File: src/rtl/ysyx_22050499_idc.sv
// Instruction decode stage: a one-entry valid/ready buffer that registers the
// instruction, its PC and the immediate-extender select. Optional illegal-opcode
// flagging is enabled by defining YSYX_22050499_ILLEGAL_TRAP_EN.
module ysyx_22050499_idc (
  input  logic        clk,
  input  logic        rst,
  input  logic        in_valid,
  output logic        in_ready,
  input  logic [31:0] in_inst,
  input  logic [31:0] in_pc,
  output logic        out_valid,
  input  logic        out_ready,
  output logic [31:0] out_inst,
  output logic [31:0] out_pc,
  output logic [2:0]  ExtOp,
  output logic        illegal,
  input  logic        flush,
  output logic [31:0] dec_cnt
);

`ifdef YSYX_22050499_ILLEGAL_TRAP_EN
  localparam logic ILLEGAL_TRAP = 1'b1;
`else
  localparam logic ILLEGAL_TRAP = 1'b0;
`endif

  localparam logic [2:0] EXT_I = 3'b000;
  localparam logic [2:0] EXT_U = 3'b001;
  localparam logic [2:0] EXT_S = 3'b010;
  localparam logic [2:0] EXT_B = 3'b011;
  localparam logic [2:0] EXT_J = 3'b100;

  typedef enum logic {EMPTY, FULL} state_t;

  state_t      state_q, state_d;
  logic [31:0] inst_q, inst_d;
  logic [31:0] pc_q, pc_d;
  logic [2:0]  ext_q, ext_d;
  logic        ill_q, ill_d;
  logic [31:0] cnt_q, cnt_d;

  logic [2:0]  dec_ext;
  logic        dec_ill;
  logic        load;
  logic        out_hs;

  always_comb begin
    dec_ext = EXT_I;
    dec_ill = 1'b0;
    case (in_inst[6:0])
      7'b0010011, 7'b0000011, 7'b1100111,
      7'b1110011, 7'b0011011:              dec_ext = EXT_I;
      7'b0110111, 7'b0010111:              dec_ext = EXT_U;
      7'b0100011:                          dec_ext = EXT_S;
      7'b1100011:                          dec_ext = EXT_B;
      7'b1101111:                          dec_ext = EXT_J;
      7'b0110011, 7'b0111011:              dec_ext = EXT_I;
      default:                             dec_ill = ILLEGAL_TRAP;
    endcase
    // Compressed/non-32-bit encodings are never decodable here.
    if (in_inst[1:0] != 2'b11) dec_ill = ILLEGAL_TRAP;
  end

  assign in_ready = ~flush & ((state_q == EMPTY) | out_ready);
  assign load     = in_valid & in_ready;
  assign out_hs   = (state_q == FULL) & out_ready & ~flush;

  always_comb begin
    state_d = state_q;
    inst_d  = inst_q;
    pc_d    = pc_q;
    ext_d   = ext_q;
    ill_d   = ill_q;
    cnt_d   = cnt_q;
    if (out_hs) cnt_d = cnt_q + 32'd1;
    // flush already forces load low via in_ready, so it wins over both events
    if (flush) begin
      state_d = EMPTY;
    end else if (load) begin
      state_d = FULL;
      inst_d  = in_inst;
      pc_d    = in_pc;
      ext_d   = dec_ext;
      ill_d   = dec_ill;
    end else if (out_hs) begin
      state_d = EMPTY;
    end
  end

  always_ff @(posedge clk or posedge rst) begin
    if (rst) begin
      state_q <= EMPTY;
      inst_q  <= 32'd0;
      pc_q    <= 32'd0;
      ext_q   <= 3'd0;
      ill_q   <= 1'b0;
      cnt_q   <= 32'd0;
    end else begin
      state_q <= state_d;
      inst_q  <= inst_d;
      pc_q    <= pc_d;
      ext_q   <= ext_d;
      ill_q   <= ill_d;
      cnt_q   <= cnt_d;
    end
  end

  assign out_valid = (state_q == FULL);
  assign out_inst  = inst_q;
  assign out_pc    = pc_q;
  assign ExtOp     = ext_q;
  assign illegal   = ill_q;
  assign dec_cnt   = cnt_q;

endmodule

File: config.mk
export PLATFORM = sky130hd
export DESIGN_NAME = ysyx_22050499_idc
export DESIGN_NICKNAME = d
export VERILOG_FILES = /design/src/rtl/ysyx_22050499_idc.sv
export SDC_FILE = /design/constraint.sdc
export NUM_CORES = 1
export LEC_CHECK = 0
export BUFFER_PORTS_ARGS = -buffer_cell sky130_fd_sc_hd__clkbuf_2
export CAP_MARGIN = 40
export CELL_PAD_IN_SITES_DETAIL_PLACEMENT = 0
export CELL_PAD_IN_SITES_GLOBAL_PLACEMENT = 1
export CORE_UTILIZATION = 33
export CTS_CLUSTER_DIAMETER = 40
export DETAILED_ROUTE_END_ITERATION = 16
export PLACE_DENSITY = 0.82
export SLEW_MARGIN = 20
export SYNTH_ARGS = -nofsm -noshare
export SYNTH_HDL_FRONTEND = slang
export SYNTH_SLANG_ARGS = --single-unit
File: constraint.sdc
create_clock -name clk -period 2.7 [get_ports clk]
set_input_delay 0.27 -clock clk [delete_from_list [all_inputs] [get_ports clk]]
set_output_delay 0.27 -clock clk [all_outputs]
set_load 0.03 [all_outputs]
==> results.toml <==
[power]
vdd.ir_drop.worst_mv = 0.406
p_per_area_nw_per_um2 = 723
leakage_nw = 2.68
design_power_total_w = 0.00394

[sta]
post-route-period-util = 0.726
relSlewSlack = 0.576
worst_slack_ps = 740
max_freq_ghz = 0.510
setup_viol = 0
final_max_slew_viol_count = 0
finalHoldViolations = 0
worst_pin_slew_ps = 636
period_minus_slack_ps = 1960
grt_setup_unrepaired = "false"
setup_tns_ps = 0
skew_ps = 5.34

[floorplanning]
start_util = 0.339
placeableCoreArea_um2 = 12100
top_level_ports = 171
rows = 40
die_height_um = 113
dieArea_um2 = 12900
fp.dieW_um = 113

[global_routing]
grt_util_met1 = 0.172
first_global_vias = 2948
grt.total_usage = 0.143
top_usage_layer = "met2"
antenna_found_initial = 0
use_met3 = 0.0478
grt_use_met2 = 0.231
grt_pass1_wl_mm = 14.2
grt_max_degree = 50
gr-total-overflow = 0

[cts]
postCtsSetupRepairBufs = 0
path_clk_slew_ps = 60
cts.path.max_buffers = 2
cts_tree = "done"
htree_levels = 3
clk_latency_ps = 340
cts_buffers = 9
cts_root_buffer = "clkbuf_16"
clock-sinks = 100

[min_path]
hp-start = "in_pc[6]"
hp-class = "in2reg"
min_to = "out_pc[6]"
hold_path_depth = 2

[finish]
multi_input_area_um2 = 1490
drive_gt1_frac = 0.542
fillers = 1125
seqCellArea_um2 = 2500
synthToLayoutAreaGrowth_pct = 33.3
antennaDiodeCount = 0
finalNetCount = 540

[placed_design]
place_congestion = 0.706
dp_slack_ps = 735
portBuffers = 169
dp_hpwl_mm = 6.50

[critical_path]
slowest_stage = "nor3b_4"
path_max_fanout = 31
cp_num_buf_inv = 1
worstPathCellList = "nor2b_2 > nor3b_4 > buf_12 > mux2_2"
critPathLaunch = "out_valid"
path_class = "reg2reg"
cp_data_arrival_time_ps = 2180
end_kind = "flop"
critical_path.startpoint_type = "flop"
cp_slowest_stage_delay_ps = 550
r2r_end = "out_inst[21]"
critPathRequiredTime_ps = 2920
worst-r2r-setup-slack_ps = 740
reg2reg_from = "out_valid"
ff2ff_path_depth = 4
crit_family = "simple AND/OR/NAND/NOR gates"

[synth]
ys.flop_type = "dfrtp_1"
postSynthCellCount = 293
synthArstFlopShare = 1.00
synth_top_area_share = 0.611
syn_avg_cell_area_um2 = 14.0
yosysTopAreaCell = "dfrtp_1"
ys_ff_latch = 100
synth_area_leaders = "dfrtp_1 61%, mux2_2 16%, xnor2_1 5.8%"
syn-num-nets = 363
synth_cell_types = 30
yosysWarnings = 0
yosysSeqAreaShare = 0.611
synth-edff-count = 0
synth_area_um2 = 4090

[run_status]
status = "complete, no violations"

[routing]
avgViaCountPerCell = 4.59
drt-initial-drc-count = 85
drc = 0
num_vias = 2947
wl_per_cell_um = 13.6
wirelength_mm = 8.72
ant_nets = 0
drt_pass1_iterations = 3

[run]
drv_cap = 0
==> cells in the final DEF (no fill, tap or decap), types with 2 or more instances in the layout <==
cell       netlist  final
clkbuf_2         0    169
dfrtp_1        100    100
mux2_2          59     59
xnor2_1         27     27
nand4_1         17     17
nand2_1         12     12
nor2_1          11     11
nand3_1          9      9
clkbuf_16        0      9
mux2_1           7      7
buf_4            3      7
and3_1           6      6
and4_1           4      4
xor2_1           4      4
and2_1           3      3
inv_1            4      3
nor3_1           3      3
buf_12           0      3
clkbuf_1         0      2
clkbuf_8         0      2
clkinv_2         0      2
==> Yosys cell counts, types with 2 or more instances <==
cell	instances
dfrtp_1	100
mux2_2	59
xnor2_1	27
nand4_1	17
nand2_1	12
nor2_1	11
buf_2	9
nand3_1	9
mux2_1	7
and3_1	6
and4_1	4
inv_1	4
xor2_1	4
and2_1	3
buf_4	3
nor3_1	3
buf_6	2
==> state kept, by name, summed over array words and instances (netlist names) <==
signal	cells
dec_cnt	32
out_inst	32
ExtOp	3
out_pc	32
out_valid	1
==> metrics by stage <==
stage	util	hold slack, ps	cell area, um2	std cells
after CTS	0.452	128	5460	642
final	0.452	145	5460	642
after detailed placement	0.429	362	5180	626
after global routing	0.452	142	5460	642
after global placement	0.429	351	5180	626
after floorplan	-	336	4100	293
==> cell families after synthesis <==
group | Yosys count | synth area share
fa+ha+maj | 1 | 0.00306
simple gates | 73 | 0.106
compound gates | 3 | 0.00489
buf+inv | 18 | 0.0257
flops | 100 | 0.611
other cells | 1 | 0.000916
mux | 66 | 0.182
xor+xnor | 31 | 0.0663
==> area by class of cell <==
class	count	share of cell area
flip-flops and latches	100	0.459
clock inverters	2	0.00183
well taps	168	0.0385
inverters	4	0.00344
multi-input cells	175	0.272
repair buffers	180	0.177
clock buffers	13	0.0477
==> power by group <==
| part | switching (W) | internal [W] | leakage (nW) | total (W) |
|---|---|---|---|---|
| Clock | 0.000513 | 0.000667 | 0.135 | 0.00118 |
| Combinational | 0.000613 | 0.000338 | 1.30 | 0.000951 |
| Sequential | 0.000120 | 0.00169 | 1.25 | 0.00181 |
| Total | 0.00125 | 0.00270 | 2.68 | 0.00394 |
==> worst max-delay path by stage <==
stage                               to  slack (ps)  cells past startpoint
after global routing      out_inst[18]         630                      4
after detailed placement  out_inst[21]         740                      4
after CTS                 out_inst[21]         710                      4
after global placement    out_inst[18]         800                      4
after floorplan              out_pc[0]         960                      5
final                     out_inst[21]         740                      4
==> what timing repair did <==
item,CTS,global route
gates resized for setup,0,0
hold buffers,1,0
endpoints found under the setup margin,0,0
hold endpoints to repair,24,0
==> layer usage <==
layer	vias up	wire [um]
met5	-	0
met4	0	197
met3	15	567
met2	98	4190
met1	1461	3760
li1	1373	-
Note: power is estimated with default switching activity, not from simulation.
